===== src/rtl/mem_stage_pkg.sv =====
// Shared types and constants for the M-stage data-port controller.
//   state_t    : access state machine encoding
//   ALIGN_MASK : byte-offset bits that must be zero for a word access
//   is_aligned : helper applying ALIGN_MASK to an address
package mem_stage_pkg;

   typedef enum logic [1:0] {
      IDLE = 2'd0,
      REQ  = 2'd1,
      DONE = 2'd2
   } state_t;

   localparam logic [1:0] ALIGN_MASK = 2'b11;

   function automatic logic is_aligned(input logic [1:0] byte_ofs);
      return (byte_ofs & ALIGN_MASK) == 2'b00;
   endfunction

endpackage


===== src/rtl/mem_stage_access_if.sv =====
// Request/acknowledge data-memory bus.
//   master : controller side (drives memReq/memWe/memAddr/memWdata)
//   slave  : memory side (drives memAck/memRdata)
interface mem_stage_access_if #(
   parameter int DATA_W = 32
);
   logic              memReq;
   logic              memWe;
   logic [DATA_W-1:0] memAddr;
   logic [DATA_W-1:0] memWdata;
   logic              memAck;
   logic [DATA_W-1:0] memRdata;

   modport master (
      output memReq, memWe, memAddr, memWdata,
      input  memAck, memRdata
   );

   modport slave (
      input  memReq, memWe, memAddr, memWdata,
      output memAck, memRdata
   );
endinterface


===== src/rtl/mem_stage_access.sv =====
// Memory-stage data-port controller. Issues one word access per M-stage
// load/store on a variable-latency req/ack bus and stalls the pipeline
// until the access completes.
//   clk, rst              : clock, synchronous active-high reset
//   memToRegM, memWriteM  : load / store request from the M stage
//   aluOutM, writeDataM   : byte address and store data
//   stallM                : combinational pipeline freeze
//   readDataM, readValidM : registered load result and its one-cycle strobe
//   memErr                : one-cycle pulse on misalignment, load+store, timeout
//   bus                   : data-memory bus (master side)
//
// state | meaning
// IDLE  | waiting for an op; aligned op issues, misaligned op only flags memErr
// REQ   | memReq held, bus outputs frozen, counting cycles toward TIMEOUT
// DONE  | one-cycle completion; pipeline released, next op not accepted
module mem_stage_access
   import mem_stage_pkg::*;
#(
   parameter int DATA_W  = 32,
   parameter int TIMEOUT = 255
) (
   input  logic              clk,
   input  logic              rst,
   input  logic              memToRegM,
   input  logic              memWriteM,
   input  logic [DATA_W-1:0] aluOutM,
   input  logic [DATA_W-1:0] writeDataM,
   output logic              stallM,
   output logic [DATA_W-1:0] readDataM,
   output logic              readValidM,
   output logic              memErr,
   mem_stage_access_if.master bus
);

   localparam int CNT_W = $clog2(TIMEOUT + 1);
   localparam logic [CNT_W-1:0] CNT_LAST = CNT_W'(TIMEOUT - 1);
   localparam logic [CNT_W-1:0] CNT_MAX  = CNT_W'(TIMEOUT);

   state_t            state_q, state_d;
   logic [CNT_W-1:0]  cnt_q, cnt_d;
   logic              req_q, req_d;
   logic              we_q, we_d;
   logic [DATA_W-1:0] addr_q, addr_d;
   logic [DATA_W-1:0] wdata_q, wdata_d;
   logic [DATA_W-1:0] rdata_q, rdata_d;
   logic              rvalid_q, rvalid_d;
   logic              err_q, err_d;

   logic op_valid;
   logic op_aligned;

   assign op_valid   = memToRegM | memWriteM;
   assign op_aligned = is_aligned(aluOutM[1:0]);

   always_ff @(posedge clk) begin
      if (rst) begin
         state_q <= IDLE;
      end else begin
         state_q <= state_d;
      end
   end

   always_ff @(posedge clk) begin
      if (rst) begin
         cnt_q    <= '0;
         req_q    <= 1'b0;
         we_q     <= 1'b0;
         addr_q   <= '0;
         wdata_q  <= '0;
         rdata_q  <= '0;
         rvalid_q <= 1'b0;
         err_q    <= 1'b0;
      end else begin
         cnt_q    <= cnt_d;
         req_q    <= req_d;
         we_q     <= we_d;
         addr_q   <= addr_d;
         wdata_q  <= wdata_d;
         rdata_q  <= rdata_d;
         rvalid_q <= rvalid_d;
         err_q    <= err_d;
      end
   end

   always_comb begin
      state_d  = state_q;
      cnt_d    = cnt_q;
      req_d    = req_q;
      we_d     = we_q;
      addr_d   = addr_q;
      wdata_d  = wdata_q;
      rdata_d  = rdata_q;
      rvalid_d = 1'b0;
      err_d    = 1'b0;
      stallM   = 1'b0;

      case (state_q)
         IDLE: begin
            if (op_valid) begin
               if (!op_aligned) begin
                  // Flag only; the pipeline carries on without a bus access.
                  err_d = 1'b1;
               end else begin
                  stallM  = 1'b1;
                  state_d = REQ;
                  req_d   = 1'b1;
                  we_d    = memWriteM;
                  addr_d  = {aluOutM[DATA_W-1:2], 2'b00};
                  wdata_d = writeDataM;
                  cnt_d   = '0;
                  // Load+store together is treated as a store but still flagged.
                  err_d   = memToRegM & memWriteM;
               end
            end
         end

         REQ: begin
            stallM = 1'b1;
            if (bus.memAck) begin
               req_d   = 1'b0;
               state_d = DONE;
               if (!we_q) begin
                  rdata_d  = bus.memRdata;
                  rvalid_d = 1'b1;
               end
            end else begin
               if (cnt_q != CNT_MAX) begin
                  cnt_d = cnt_q + CNT_W'(1);
               end
               // cnt_q counts completed REQ cycles, so this is the TIMEOUT-th one.
               if (cnt_q >= CNT_LAST) begin
                  req_d   = 1'b0;
                  err_d   = 1'b1;
                  state_d = DONE;
                  if (!we_q) begin
                     rdata_d  = '0;
                     rvalid_d = 1'b1;
                  end
               end
            end
         end

         DONE: begin
            state_d = IDLE;
         end

         default: begin
            state_d = IDLE;
         end
      endcase

      // Inputs are not trusted while reset is held.
      if (rst) begin
         stallM = 1'b0;
      end
   end

   assign bus.memReq   = req_q;
   assign bus.memWe    = we_q;
   assign bus.memAddr  = addr_q;
   assign bus.memWdata = wdata_q;
   assign readDataM    = rdata_q;
   assign readValidM   = rvalid_q;
   assign memErr       = err_q;

endmodule


===== src/flat_wrapper.sv =====
// flat-port wrapper written by rule: the top's interface ports become plain ports
module mem_stage_access_flat import mem_stage_pkg::*;
#(
   parameter int DATA_W  = 32,
   parameter int TIMEOUT = 255
)
  (clk, rst, memToRegM, memWriteM, aluOutM, writeDataM, stallM, readDataM, readValidM, memErr, bus_memReq, bus_memWe, bus_memAddr, bus_memWdata, bus_memAck, bus_memRdata);
  mem_stage_access_if #(.DATA_W(DATA_W)) bus_i ();
  input  logic clk;
  input  logic rst;
  input  logic memToRegM;
  input  logic memWriteM;
  input  logic [DATA_W-1:0] aluOutM;
  input  logic [DATA_W-1:0] writeDataM;
  output logic stallM;
  output logic [DATA_W-1:0] readDataM;
  output logic readValidM;
  output logic memErr;
  output wire logic [$bits(bus_i.memReq)-1:0] bus_memReq;
  output wire logic [$bits(bus_i.memWe)-1:0] bus_memWe;
  output wire logic [$bits(bus_i.memAddr)-1:0] bus_memAddr;
  output wire logic [$bits(bus_i.memWdata)-1:0] bus_memWdata;
  input wire logic [$bits(bus_i.memAck)-1:0] bus_memAck;
  input wire logic [$bits(bus_i.memRdata)-1:0] bus_memRdata;
  assign bus_memReq = bus_i.memReq;
  assign bus_memWe = bus_i.memWe;
  assign bus_memAddr = bus_i.memAddr;
  assign bus_memWdata = bus_i.memWdata;
  assign bus_i.memAck = bus_memAck;
  assign bus_i.memRdata = bus_memRdata;
  mem_stage_access #(.DATA_W(DATA_W), .TIMEOUT(TIMEOUT)) u_core (.clk(clk), .rst(rst), .memToRegM(memToRegM), .memWriteM(memWriteM), .aluOutM(aluOutM), .writeDataM(writeDataM), .stallM(stallM), .readDataM(readDataM), .readValidM(readValidM), .memErr(memErr), .bus(bus_i));
endmodule

===== config.mk =====
export PLATFORM = sky130hd
export DESIGN_NAME = mem_stage_access_flat
export DESIGN_NICKNAME = d
export VERILOG_FILES = /design/src/rtl/mem_stage_pkg.sv /design/src/rtl/mem_stage_access_if.sv /design/src/rtl/mem_stage_access.sv /design/src/flat_wrapper.sv
export SDC_FILE = /design/constraint.sdc
export NUM_CORES = 1
export LEC_CHECK = 0
export BUFFER_PORTS_ARGS = -buffer_cell sky130_fd_sc_hd__buf_2
export CORE_AREA = 2 2 95 97
export DETAILED_ROUTE_END_ITERATION = 10
export DIE_AREA = 0 0 97 99
export PLACE_DENSITY = 0.79
export SLEW_MARGIN = 25
export SYNTH_ARGS = -nofsm -noshare
export SYNTH_HDL_FRONTEND = slang
export SYNTH_SLANG_ARGS = --single-unit

===== constraint.sdc =====
create_clock -name clk -period 3 [get_ports clk]
set_clock_uncertainty 0.1 [all_clocks]
set_input_delay 0.15 -clock clk [delete_from_list [all_inputs] [get_ports clk]]
set_output_delay 0.15 -clock clk [all_outputs]
set_load 0.005 [all_outputs]

==> results.sh <==
export IMPL_max_freq_mhz=454
export IMPL_fin_crit_sh=0.734
export IMPL_dieArea_um2=9600
export IMPL_crit_slowest_cell="nand2b_1"
export IMPL_drt_iter0_markers=241
export IMPL_worstSetupPathType="reg2reg"
export IMPL_cp_top_family="simple AND/OR/NAND/NOR gates"
export IMPL_synth_top_area_share=0.530
export IMPL_slew_headroom=0.332
export IMPL_instances_no_fill=889
export IMPL_clock_sinks=108
export IMPL_syn_cell_area_um2=4080
export IMPL_synth_flop_cell="dfxtp_1"
export IMPL_synth_cells=507
export IMPL_antenna_found_initial=0
export IMPL_top_usage_layer="met2"
export IMPL_ys_ff_latch=108
export IMPL_critical_path_endpoint="u_core.readDataM[17]"
export IMPL_drtPass1Iterations=5
export IMPL_postCtsSetupBuffers=0
export IMPL_grt_pass1_wl_mm=20.2
export IMPL_clockBufferDepth=2
export IMPL_grt_max_degree=74
export IMPL_grt_usage=0.253
export IMPL_ys_types=42
export IMPL_use_met1=0.297
export IMPL_pwr_share_clk=0.299
export IMPL_core_area_um2=8550
export IMPL_reg2reg_depth=4
export IMPL_fin_util=0.726
export IMPL_cp_max_fo=33
export IMPL_drc=0
export IMPL_crit_required_ns=3.12
export IMPL_crit_cells=4
export IMPL_ctsHoldBuffers=95
export IMPL_yosys_area_top_type="dfxtp_1"
export IMPL_io_buffer_count=199
export IMPL_crit_arrival_ns=2.32
export IMPL_antenna_cells=0
export IMPL_drtAntennaViolNets=0
export IMPL_leakage_nw=2.75
export IMPL_htreeDepth=3
export IMPL_cts_tree="built"
export IMPL_grt_overflow_total=0
export IMPL_row_count=34
export IMPL_p_switching_mw=0.704
export IMPL_ys_seq_area_frac=0.530
export IMPL_syn_to_final_growth_pct=52.4
export IMPL_hold_violations=0
export IMPL_worst_pin_slew_ns=1.00
export IMPL_swShare=0.261
export IMPL_grt_met3_usage=0.0511
export IMPL_vias=4568
export IMPL_synthTopCellsByCount="nand2_1 (158), dfxtp_1 (108), a21oi_1 (101)"
export IMPL_ir_drop_mv=0.318
export IMPL_seq_power_share=0.558
export IMPL_cts_root_buffer="clkbuf_8"
export IMPL_synth_edf_count=0
export IMPL_power_internal_mw=2.00
export IMPL_drive_gt1_frac=0.292
export IMPL_die_x_um=97
export IMPL_status="completed"
export IMPL_period_needed_ns=2.20
export IMPL_num_fill_cells=606
export IMPL_synthTopCellsByArea="dfxtp_1 (53%), nand2_1 (15%), a21oi_1 (12%)"
export IMPL_clk_pin_slew_ns=0.10
export IMPL_clock_latency_ns=0.36
export IMPL_r2r_start="u_core.state_q[0]"
export IMPL_end_kind="flip-flop"
export IMPL_report_final_slew_viol_count=0
export IMPL_reg2reg_slack_ns=0.80
export IMPL_gp_congestion=0.873
export IMPL_nNetsFinal=880
export IMPL_min_path_type="in2reg"
export IMPL_vias_per_cell=5.14
export IMPL_die_y_um=99
export IMPL_cap_violations=0
export IMPL_syn_area_per_cell_um2=8.04
export IMPL_power_frac_comb=0.143
export IMPL_yosysMostFrequentCell="nand2_1"
export IMPL_critPathMaxStageDelay_ns=0.58
export IMPL_synth_warning_count=0
export IMPL_grt_util_met2=0.446
export IMPL_initial_core_util=0.477
export IMPL_grt_pass1_vias=4391
export IMPL_async_flop_share=0
export IMPL_grt_setup_unrepaired="false"
export IMPL_critical_path_startpoint="u_core.state_q[0]"
export IMPL_ctsResizeCount=0
export IMPL_start_kind="flip-flop"
export IMPL_cts_buffers=9
export IMPL_finalWirelength_mm=12.7
export IMPL_setup_viol=0
export IMPL_placedCellCount=779
export IMPL_r2r_end="u_core.readDataM[17]"
export IMPL_ios=202
export IMPL_finalSetupTns_ns=0
export IMPL_wl_per_cell_um=14.3
export IMPL_worst_hold_startpoint="aluOutM[0]"
export IMPL_dp_hpwl_mm=7.51
export IMPL_crit_chain="nor2b_1 -> nand2b_1 -> o21ai_0 -> a21oi_1"
export IMPL_cp_num_buf_inv=0
export IMPL_power_density_nw_per_um2=435
## state kept, by name (all words and copies together) (netlist names)
register             flops
u_core.memErr            1
u_core.cnt_q             8
u_core.readDataM        32
u_core.readValidM        1
u_core.state_q           2
u_core.bus.memWe         1
u_core.bus.memReq        1
u_core.bus.memWdata     32
u_core.bus.memAddr      30
## metal layers
| layer | up-vias | routed length, µm | part of all wire |
|---|---|---|---|
| met5 | - | 0 | 0 |
| met4 | 0 | 424 | 0.033 |
| met3 | 36 | 918 | 0.072 |
| met2 | 213 | 6380 | 0.50 |
| met1 | 2090 | 4990 | 0.39 |
| li1 | 2229 | - | - |
## worst min path at each step
stage                              to  depth (start not counted)
2_1_floorplan  u_core.bus.memAddr[10]                          2
3_3_place_gp     u_core.readDataM[14]                          3
3_5_place_dp     u_core.readDataM[21]                          3
4_1_cts              u_core.bus.memWe                          5
5_1_grt              u_core.bus.memWe                          5
6_report             u_core.bus.memWe                          5
## power by group through the flow
| stage | clock, mW | combinational (mW) | sequential (mW) |
|---|---|---|---|
| CTS | 0.831 | 0.377 | 1.51 |
| global route | 0.885 | 0.421 | 1.52 |
| finish | 0.809 | 0.385 | 1.51 |
| detailed placement | 0 | 0.280 | 1.54 |
| floorplan | 0 | 0.136 | 1.54 |
| global placement | 0 | 0.274 | 1.54 |
## cells in the final DEF, fill, tap and decap left out, types with 2 or more instances in the layout
cell	synthesis	routed
buf_2	0	198
nand2_1	158	158
dfxtp_1	108	108
a21oi_1	101	101
dlygate4sd3_1	0	95
o21ai_0	35	35
nor2_1	9	9
clkbuf_8	0	9
buf_4	3	7
nand3_1	6	6
nor3_1	5	4
and3_1	4	4
inv_1	3	3
nand2b_1	3	3
clkinv_4	0	3
or3_1	2	2
nor2b_1	2	2
a31oi_1	3	2
nand3b_1	2	2
ha_1	2	2
conb_1	1	2
## worst register-to-register path, stage by stage, from the launching register on
cell,delay (ns)
dfxtp_1,0.49
nor2b_1,0.31
nand2b_1,0.58
o21ai_0,0.46
a21oi_1,0.13
## layout make-up
cell class	instances	area, µm²	share of cell area
well taps	108	135	0.0218
clock inverters	5	46.3	0.00745
flip-flops and latches	108	2160	0.348
multi-input cells	355	1730	0.279
inverters	3	11.3	0.00181
clock buffers	10	128	0.0205
repair buffers	300	1990	0.321
## kinds of logic (layout without fill, tap and decap cells)
logic type | count (synthesis) | after routing | synth area share
AOI/OAI and AO/OA | 152 | 152 | 0.208
other | 1 | 2 | 0.000920
DFF | 108 | 108 | 0.530
muxes | 1 | 1 | 0.00246
and+or+nand+nor | 198 | 198 | 0.204
buffers and inverters | 45 | 318 | 0.0482
adders and majority gates | 2 | 2 | 0.00614
## per-stage QoR
step                cell area [µm²]  setup slack (ns)  hold slack, ns  power, mW
floorplan                      4080              1.10           0.186       1.68
global placement               5090             0.976           0.290       1.81
detailed placement             5090             0.906           0.295       1.82
CTS                            6210             0.891           0.123       2.72
global route                   6210             0.607           0.137       2.82
finish                         6210             0.799           0.126       2.70
Power figures use the tool's default switching activity.
